### src/rtl/rob.sv
// Reorder buffer: circular queue of in-flight instructions, in-order retire, branch rollback.
// Define ROB_DEBUG_PORTS_EN to expose head, tail and count as outputs.
module rob #(
  parameter  int NUM_ROB = 8,
  parameter  int NUM_PR  = 64,
  parameter  int NUM_FL  = 32,
  localparam int ROBW    = $clog2(NUM_ROB),
  localparam int PRW     = $clog2(NUM_PR),
  localparam int FLW     = $clog2(NUM_FL)
) (
  input  logic            clock,
  input  logic            reset,
  input  logic            dispatch_en,
  input  logic [PRW-1:0]  dispatch_T_idx,
  input  logic [PRW-1:0]  dispatch_Told_idx,
  input  logic [4:0]      dispatch_dest_idx,
  input  logic [FLW-1:0]  dispatch_FL_idx,
  input  logic            complete_en,
  input  logic [ROBW-1:0] complete_ROB_idx,
  input  logic            rollback_en,
  input  logic [ROBW-1:0] rollback_ROB_idx,
  output logic            ROB_valid,
  output logic [ROBW-1:0] ROB_idx,
  output logic            retire_en,
  output logic [PRW-1:0]  retire_Told_idx,
  output logic [PRW-1:0]  retire_T_idx,
  output logic [4:0]      retire_dest_idx,
  output logic [FLW-1:0]  FL_rollback_idx
`ifdef ROB_DEBUG_PORTS_EN
  ,
  output logic [ROBW-1:0] head,
  output logic [ROBW-1:0] tail,
  output logic [ROBW:0]   count
`endif
);

  localparam logic [ROBW:0] FULL = (ROBW+1)'(NUM_ROB);

  logic [ROBW-1:0]    head_q, tail_q;
  logic [ROBW:0]      count_q;
  logic [NUM_ROB-1:0] valid, complete;
  logic [NUM_ROB-1:0] valid_nx, complete_nx, squash;
  logic [ROBW-1:0]    rb_age;
  logic               dispatch_ok;

  logic [PRW-1:0]  t_mem    [NUM_ROB];
  logic [PRW-1:0]  told_mem [NUM_ROB];
  logic [4:0]      dest_mem [NUM_ROB];
  logic [FLW-1:0]  fl_mem   [NUM_ROB];

  // Payload outputs are forced to zero while reset is held, since payload is never cleared.
  always_comb begin
    retire_en       = reset & valid[head_q] & complete[head_q];
    ROB_valid       = (count_q != FULL) || retire_en;
    ROB_idx         = tail_q;
    retire_T_idx    = reset ? t_mem[head_q]    : '0;
    retire_Told_idx = reset ? told_mem[head_q] : '0;
    retire_dest_idx = reset ? dest_mem[head_q] : '0;
    FL_rollback_idx = reset ? fl_mem[rollback_ROB_idx] : '0;
  end

  assign dispatch_ok = dispatch_en & ROB_valid & ~rollback_en;
  assign rb_age      = rollback_ROB_idx - head_q;

  // Entries whose age from head exceeds the branch's age are younger than the branch.
  always_comb begin
    logic [ROBW-1:0] age;
    age    = '0;
    squash = '0;
    for (int i = 0; i < NUM_ROB; i++) begin
      age       = ROBW'(i) - head_q;
      squash[i] = age > rb_age;
    end
  end

  // Dispatch is applied last so a full-and-retiring ROB reuses the head slot.
  always_comb begin
    valid_nx    = valid;
    complete_nx = complete;
    if (complete_en && valid[complete_ROB_idx])
      complete_nx[complete_ROB_idx] = 1'b1;
    if (retire_en)
      valid_nx[head_q] = 1'b0;
    if (rollback_en)
      valid_nx = valid_nx & ~squash;
    if (dispatch_ok) begin
      valid_nx[tail_q]    = 1'b1;
      complete_nx[tail_q] = 1'b0;
    end
  end

  always_ff @(posedge clock or negedge reset) begin
    if (!reset) begin
      head_q   <= '0;
      tail_q   <= '0;
      count_q  <= '0;
      valid    <= '0;
      complete <= '0;
    end else begin
      valid    <= valid_nx;
      complete <= complete_nx;
      if (retire_en)
        head_q <= head_q + 1'b1;
      if (rollback_en) begin
        tail_q  <= rollback_ROB_idx + 1'b1;
        count_q <= {1'b0, rb_age} + (ROBW+1)'(1) - (ROBW+1)'(retire_en);
      end else begin
        if (dispatch_ok)
          tail_q <= tail_q + 1'b1;
        case ({dispatch_ok, retire_en})
          2'b10:   count_q <= count_q + (ROBW+1)'(1);
          2'b01:   count_q <= count_q - (ROBW+1)'(1);
          default: count_q <= count_q;
        endcase
      end
    end
  end

  always_ff @(posedge clock) begin
    if (dispatch_ok) begin
      t_mem[tail_q]    <= dispatch_T_idx;
      told_mem[tail_q] <= dispatch_Told_idx;
      dest_mem[tail_q] <= dispatch_dest_idx;
      fl_mem[tail_q]   <= dispatch_FL_idx;
    end
  end

`ifdef ROB_DEBUG_PORTS_EN
  assign head  = head_q;
  assign tail  = tail_q;
  assign count = count_q;
`else
  // head, tail and count stay internal in this build.
`endif

endmodule

### config.mk
export PLATFORM = sky130hd
export DESIGN_NAME = rob
export DESIGN_NICKNAME = d
export VERILOG_FILES = /design/src/rtl/rob.sv
export SDC_FILE = /design/constraint.sdc
export NUM_CORES = 1
export LEC_CHECK = 0
export ABC_AREA = 1
export CAP_MARGIN = 5
export CORE_ASPECT_RATIO = 1.1
export CORE_UTILIZATION = 64
export DETAILED_ROUTE_END_ITERATION = 10
export PLACE_DENSITY = 0.85
export RECOVER_POWER = 25
export SYNTH_ARGS = -nofsm -noshare
export SYNTH_HDL_FRONTEND = slang
export SYNTH_SLANG_ARGS = --single-unit
export TNS_END_PERCENT = 5
### constraint.sdc
create_clock -name clock -period 7.08 [get_ports clock]
set_input_delay 0.708 -clock clock [delete_from_list [all_inputs] [get_ports clock]]
set_output_delay 0.708 -clock clock [all_outputs]
set_load 0.02 [all_outputs]
# Word level (Yosys, flattened, before mapping)
# Memories as Yosys holds them, arrays and structs flattened.
# Cells that the tools add are included.
# totals
register_bits,26
ram_bits,176
in_bits,33
output_inout_bits,27
word_cells,89
mem_count,4
# classes
add_sub_neg,16
order_cmp,14
eq_ne,3
muxes,27
bitwise,13
n_reduce_logical,7
# memory_table
name,words,word_bits,read_ports,rd_clocked_by_memory_dff,wr,line_no,text
t_mem,8,6,1,0,1,46,logic [PRW-1:0] t_mem [NUM_ROB];
told_mem,8,6,1,0,1,47,logic [PRW-1:0] told_mem [NUM_ROB];
dest_mem,8,5,1,0,1,48,logic [4:0] dest_mem [NUM_ROB];
fl_mem,8,5,1,0,1,49,logic [FLW-1:0] fl_mem [NUM_ROB];
# ops
op,count
$mux 8,5
$and 8x8->8,3
$gt 3x3->1,8
$not 8->8,3
$or 8x8->8,2
$lt 3x4->1 const B,3
$mux 6,2
$sub 3x3->3 const A,4
$mux 5,2
$add 3x1->3 const B,3
$bmux 1 s3,3
$demux 1 s3,3
$ge 3x1->1 const B,3
$mux 1,8
$pmux 4 s2,1
$mux 3,2
$sub 1x3->3 const A,2
$sub 2x3->3 const A,2
$add 3x1->4 const B,1
$add 4x1->4 const B,1
$and 1x1->1,4
$logic_and 1x1->1,4
$mux 4,1
$ne 4x4->1 const B,1
other kinds (9),9

# Logic depth before layout (Yosys ltp)
# Gate-level depths: netlist of run 1.
# depth
ltp_word,11
ltp_mapped,19

# Worst setup path before layout of run 1
# Ideal clock, no wire load.
# synth_path
kind,input to register
from,input rollback_ROB_idx[0]
to,register valid[0]
t_arrival_ns,2.937
path_slack_ns,4.009
stages,10
n_path_buf,1
path_cell_list,inv_1 -> clkbuf_1 -> ha_1 -> inv_1 -> fa_1 -> xnor2_1 -> ha_1 -> nor3b_1 -> o311ai_0 -> nand2_1
# synth_between
elab_chain_cells,7
# synth_rtl
element,line_no,text
start: declaration,21,"input logic [ROBW-1:0] rollback_ROB_idx,"
$sub 3x3->3 (*),63,assign rb_age = rollback_ROB_idx - head_q;
$gt 3x3->1 (*),72,squash[i] = age > rb_age;
$not 8->8 (*),85,valid_nx = valid_nx & ~squash;
$and 8x8->8 (*),85,
$mux 8 (*),84,if (rollback_en)
$or 8x8->8 (no source line),n/a,
$mux 8 (*),86,if (dispatch_ok) begin
net valid_nx[0],42,"logic [NUM_ROB-1:0] valid_nx, complete_nx, squash;"
end signal: assignment,100,valid <= valid_nx;
end: declaration,41,"logic [NUM_ROB-1:0] valid, complete;"
# The timed path passes the listed nets; every way through them passes the cells marked *.
# A chain may end at the register's enable or synchronous reset.

# Worst setup path after layout of run 1
# layout_path
from,input reset
to,output retire_dest_idx[3]
# layout_between
elab_chain_cells,1
# layout_rtl
element,line_no,text
start: declaration,12,"input logic reset,"
$mux 5,58,retire_dest_idx = reset ? dest_mem[head_q] : '0;
end: declaration,27,"output logic [4:0] retire_dest_idx,"
# Every way passes these cells.

==> results of run 1 <==
## worst max-delay path, cell delays in order
cell	delay [ns]
buf_2	0.07
clkbuf_1	1.87
o21ai_0	0.44
a31oi_1	0.40
clkdlybuf4s50_1	0.66
## cells in the mapped netlist (all sizes together) (4+ instances only)
cell type / n
o211ai: 4
buf: 4
o21ai: 137
dfrtp: 26
nand2: 49
a21oi: 10
xnor2: 6
clkbuf: 34
nor2: 159
o22ai: 25
o311ai: 4
nand3: 30
a31oi: 26
edfxtp: 176
inv: 67
nor3: 5
ha: 26
## area by class of cell
type,count,share of cell area [%]
multi-input cells,491,25.55
well taps,188,2.253
clock buffers,22,5.070
inverters,69,2.529
repair buffers,67,6.148
clock inverters,12,1.582
flip-flops and latches,202,56.87
## cell usage in the layout, fill, tap and decap left out, types with 4 or more instances in the layout
cell type / netlist / layout
a21oi_1: 9 / 9
a31oi_1: 26 / 26
buf_4: 0 / 7
bufinv_16: 0 / 4
clkbuf_16: 0 / 21
clkdlybuf4s50_1: 0 / 47
clkinv_1: 2 / 5
dfrtp_1: 26 / 25
dlygate4sd3_1: 0 / 11
edfxtp_1: 176 / 176
ha_1: 26 / 26
inv_1: 57 / 57
inv_2: 8 / 8
nand2_1: 43 / 43
nand2_4: 4 / 4
nand3_1: 28 / 28
nor2_1: 155 / 155
nor3_1: 4 / 4
o211ai_1: 4 / 4
o21ai_0: 128 / 128
o21ai_1: 5 / 5
o21ai_2: 4 / 4
o22ai_1: 25 / 25
o311ai_0: 4 / 4
xnor2_1: 6 / 6
## state kept, by name (all words and copies together) (netlist names)
signal,cells
count_q,4
t_mem,48
fl_mem,40
complete,8
ROB_idx,3
dest_mem,40
told_mem,48
head_q,3
valid,8
## report_power, final
group / switching (W) / internal (W) / total (W)
Sequential: 0.0000806 / 0.00141 / 0.00149
Clock: 0.000429 / 0.000684 / 0.00111
Combinational: 0.00101 / 0.000554 / 0.00157
Total: 0.00152 / 0.00265 / 0.00417
## through the flow
step | hold slack, ns | std cells | power, W
floorplan | 0.4124 | 800 | 0.002571
global placement | 0.4669 | 1017 | 0.002934
detailed placement | 0.4709 | 1017 | 0.003027
CTS | 0.3307 | 1051 | 0.004154
global route | 0.5270 | 1051 | 0.004387
finish | 0.4921 | 1051 | 0.004170
## cells by family (layout without fill, tap and decap cells)
kind of cell | after synthesis | in the layout | synth area share, %
adder cells (fa/ha/maj) | 27 | 27 | 3.826
flip-flops | 202 | 202 | 65.76
buffers and inverters | 107 | 170 | 4.685
AND/OR/NAND/NOR | 248 | 248 | 12.07
AO/OA/AOI/OAI | 208 | 208 | 12.88
XOR/XNOR | 8 | 8 | 0.7763
## worst max-delay path by stage
stage	startpoint	end	cells after the start
4_1_cts	rollback_ROB_idx[0]	valid[0]$_DFF_PN0_	10
3_5_place_dp	rollback_ROB_idx[0]	valid[0]$_DFF_PN0_	10
2_1_floorplan	rollback_ROB_idx[0]	valid[0]$_DFF_PN0_	10
5_1_grt	reset	retire_dest_idx[1]	5
6_report	reset	retire_dest_idx[3]	5
3_3_place_gp	rollback_ROB_idx[0]	valid[2]$_DFF_PN0_	11
## routing by layer
| metal | vias to the layer above | share of wire, % | GRT usage (%) |
|---|---|---|---|
| met5 | - | 0 | 0 |
| met4 | 0 | 3.8 | 15.58 |
| met3 | 64 | 6.6 | 4.587 |
| met2 | 305 | 51 | 48.62 |
| met1 | 3110 | 38 | 34.70 |
| li1 | 2944 | - | - |
==> results.toml, run 1 <==
[clock_network]
clk_pin_slew_ns = 0.06
cts_buffers = 20
clock-sinks = 202
cts_buffer_depth = 3
cts_resized = 0
cts_root_buf = "clkbuf_16"
clk_latency_ns = 0.49
cts_max_level = 1
cts_setup_buffers = 0
holdBufCountCts = 0
cts_tree = "done"

[outcome]
status = "finished with violations"
violations = "max-capacitance violations, max-slew violations"

[worst_setup_path]
r2r_start = "head_q[0]$_DFFE_PN0N_"
crit_type = "in -> out"
critPathCaptureType = "output pin"
reg2regPathDepth = 15
cp_data_arrival_time_ns = 4.19
crit_path_max_fanout = 49
r2r_setup_slack_ns = 3.14
start_kind = "input port"
r2r-end = "t_mem[5][3]$_DFFE_PP_"
cp.required_ns = 6.37

[placement]
placed_area_mm2 = 0.009749
dp_hpwl_mm = 11.34
dpl_worst_slack_ns = 2.393
port_buffers = 59
routabilityCongestion = 0.8273

[global_route]
grt_antenna_before_repair = 0
grt_pass1_wl_mm = 31.60
grt_start_max_net_pins = 82
grt_overflow_total = 0
grt_use_total_pct = 28.50
grt_pass1_vias = 6432

[floorplan]
ios = 60
die-area_mm2 = 0.01458
die_x_um = 115.2
dieHeight_um = 126.6
initial_core_util_pct = 65.43
coreArea_mm2 = 0.01379
row_count = 45

[sta]
rsz0062_at_grt = "no"
fin_ws_ns = 2.182
report.final.setup_viol = 0
fin_skew_ns = 0.007044
period_share_pct = 69.19
worst_pin_slew_ns = 2.650
relSlewSlack_pct = -76.66
final_max_slew_viol_count = 50
hold_violations = 0
clock.fmax_mhz = 204.1
fin_crit_ns = 4.898
setup-tns-final_ns = 0

[logic_synthesis]
avgSynthCellArea_um2 = 11.28
synth_top_area_cell = "edfxtp_1"
synth_area_mm2 = 0.009026
synth_cells = 800
yosys_warnings = 0
yosys_most_used_dff = "edfxtp_1"
yosysSeqAreaShare_pct = 65.76
synth_edf_count = 176
ys_top_cells_by_area = "edfxtp_1, dfrtp_1, o21ai_0, nor2_1, ha_1"
synth_cell_types = 40
synth-seq-cells = 202
async_reset_ff_share_pct = 12.87
synth_top_area_share_pct = 58.55
syn_nets = 860

[min_path]
min_path_cells = 2
hp-start = "complete[1]$_DFF_PN0_"
hold_end = "complete[1]$_DFF_PN0_"
worstHoldPathType = "reg -> reg"

[routing]
viasPerCell = 6.111
num_vias = 6423
first_iter_violations = 661
wirelength_mm = 20.37
wire_per_inst_um = 19.39
drcViolationCount = 0
dr.pass1.iters = 5
ant_nets = 0

[cells_and_area]
post-route-cell-area_mm2 = 0.01044
utilization_pct = 75.68
n_antenna_cell = 0
drive_gt1_share_pct = 7.879
multi_input_area_mm2 = 0.002668
syn2layout_area_growth_pct = 15.66
n_fill_cell = 832
regArea_mm2 = 0.005937
final_nets = 911

[power_and_ir_drop]
worst_ir_drop_vdd_v = 0.0003106
power.leakage_nw = 3.883
power_density_mw_per_mm2 = 399.4

[run]
maxCapViolations = 1
No activity file was read; power rests on OpenSTA's default activity.
==> run 2: changes to the inputs <==
--- a/config.mk
+++ b/config.mk
@@ -8,9 +8,9 @@
 export ABC_AREA = 1
 export CAP_MARGIN = 5
 export CORE_ASPECT_RATIO = 1.1
-export CORE_UTILIZATION = 64
+export CORE_UTILIZATION = 53
 export DETAILED_ROUTE_END_ITERATION = 10
-export PLACE_DENSITY = 0.85
+export PLACE_DENSITY = 0.76
 export RECOVER_POWER = 25
 export SYNTH_ARGS = -nofsm -noshare
 export SYNTH_HDL_FRONTEND = slang
==> constraint.sdc (replaced) <==
create_clock -name clock -period 4.45 [get_ports clock]
set_input_delay 0.445 -clock clock [delete_from_list [all_inputs] [get_ports clock]]
set_output_delay 0.445 -clock clock [all_outputs]
set_load 0.02 [all_outputs]
==> run 2 against run 1 <==
Net effect: the flow now finishes without violations; via count down 0.83%; non-clock buffer count up 10; clock power up 49%; highest routed layer unchanged; global-route usage down 5.3 points; hold slack better by 0.0087 ns.
==> results.toml, run 2 (synthesis results as in run 1) <==
[outcome]
status = "finished, final reports clean"

[min_path]
worstHoldPathType = "reg -> reg"
hold_end = "complete[6]$_DFF_PN0_"
hp-start = "complete[6]$_DFF_PN0_"
min_path_cells = 2

[clock_network]
cts_max_level = 1
clk_latency_ns = 0.48
cts_root_buf = "clkbuf_16"
cts_tree = "done"
cts_resized = 0
holdBufCountCts = 0
cts_buffer_depth = 3
cts_buffers = 20
clock-sinks = 202
clk_pin_slew_ns = 0.06
cts_setup_buffers = 0

[routing]
wirelength_mm = 20.03
first_iter_violations = 461
num_vias = 6370
dr.pass1.iters = 5
drcViolationCount = 0
wire_per_inst_um = 18.57
ant_nets = 0
viasPerCell = 5.904

[worst_setup_path]
critPathCaptureType = "output pin"
r2r_start = "head_q[0]$_DFFE_PN0N_"
crit_type = "in -> out"
r2r-end = "t_mem[3][3]$_DFFE_PP_"
r2r_setup_slack_ns = 1.30
start_kind = "input port"
cp_data_arrival_time_ns = 3.40
crit_path_max_fanout = 22
cp.required_ns = 4.01
reg2regPathDepth = 16

[cells_and_area]
n_antenna_cell = 0
top_regs = "t_mem (48), told_mem (48)"
layout_common_cells = "edfxtp_1, nor2_1, o21ai_0"
post-route-cell-area_mm2 = 0.01048
final_nets = 921
drive_gt1_share_pct = 8.229
stdcell_count = 1079
layout_commonest_cell = "edfxtp_1"
n_fill_cell = 1203
syn2layout_area_growth_pct = 16.14

[placement]
dp.cells = 1043
dp_hpwl_mm = 11.87
routabilityCongestion = 0.9024
placed_area_mm2 = 0.009844
dpl_worst_slack_ns = 1.245
port_buffers = 59

[global_route]
grt_pass1_vias = 6252
grt_antenna_before_repair = 0
grt_pass1_wl_mm = 31.46
grt_overflow_total = 0
grt_use_total_pct = 23.16
grt_start_max_net_pins = 70

[sta]
fin_ws_ns = 0.6006
relSlewSlack_pct = 19.32
worst_pin_slew_ns = 1.210
setup-tns-final_ns = 0
hold_violations = 0
clock.fmax_mhz = 259.8
report.final.setup_viol = 0
period_share_pct = 86.50
rsz0062_at_grt = "no"
fin_skew_ns = 0.004542
fin_crit_ns = 3.849
final_max_slew_viol_count = 0

[floorplan]
initial_core_util_pct = 54.73
coreArea_mm2 = 0.01649
row_count = 49
dieHeight_um = 138.9
die_x_um = 126.4
die-area_mm2 = 0.01756
ios = 60

[power_and_ir_drop]
p_seq_share_pct = 36.5
comb_power_share_pct = 38.2
switching_power_w = 0.002367
power_density_mw_per_mm2 = 621.5
switching_share_pct = 36.33
p_int_w = 0.004148
power_w = 0.006515
power.leakage_nw = 3.909
clkPwrFrac_pct = 25.3
worst_ir_drop_vdd_v = 0.0003682

[run]
maxCapViolations = 0
## run 2: cell types whose count changed in the layout (fill, tap and decap cells not counted), sizes merged
cell | previous run | this run
buf | 8 | 16
bufinv | 4 | 2
clkbuf | 23 | 31
clkinvlp | 2 | 0
## run 2: layout make-up
class | count | area (µm²) | area share, %
Tap cell | 204 | 255.2 | 2.435
Sequential cell | 202 | 5937 | 56.64
Inverter | 69 | 264.0 | 2.518
Clock inverter | 8 | 85.08 | 0.8116
Clock buffer | 28 | 561.8 | 5.359
Timing Repair Buffer | 77 | 711.9 | 6.792
Multi-Input combinational cell | 491 | 2668 | 25.45
## run 2: per-layer routing
layer | vias to the layer above | GRT usage [%] | wire [µm]
li1 | 2959 | - | -
met1 | 3072 | 28.31 | 7930
met2 | 266 | 38.99 | 10020
met3 | 73 | 3.665 | 1229
met4 | 0 | 13.63 | 854
met5 | - | 0 | 0
## run 2: power groups by stage
| stage | registers [W] | clock network (W) | logic [W] |
|---|---|---|---|
| final | 0.00238 | 0.00165 | 0.00249 |
| after global routing | 0.00239 | 0.00173 | 0.00278 |
| after CTS | 0.00237 | 0.00166 | 0.00249 |
| after detailed placement | 0.00241 | 0 | 0.00246 |
| after global placement | 0.00241 | 0 | 0.00240 |
| after floorplan | 0.00237 | 0 | 0.00172 |
## run 2: worst max-delay path, stage by stage
cell and delay (ns):
clkbuf_1 0.82, clkbuf_1 0.96, o21ai_0 0.29, a31oi_1 0.23, clkdlybuf4s50_1 0.64
## run 2: per-stage QoR
stage               util, %  hold WS, ns
finish                63.56       0.5008
global route          63.56       0.5185
CTS                   63.61       0.2811
detailed placement    59.69       0.4814
global placement      59.69       0.4701
floorplan                 -       0.1494
## run 2: how the worst max path moves through the flow
stage,start,to,slack (ns)
final,reset,retire_Told_idx[5],0.60
after CTS,head_q[0]$_DFFE_PN0N_,retire_dest_idx[3],0.80
after floorplan,rollback_ROB_idx[0],valid[0]$_DFF_PN0_,1.64
after global placement,rollback_ROB_idx[1],FL_rollback_idx[2],1.31
after global routing,reset,retire_T_idx[5],0.36
after detailed placement,rollback_ROB_idx[1],FL_rollback_idx[2],1.24
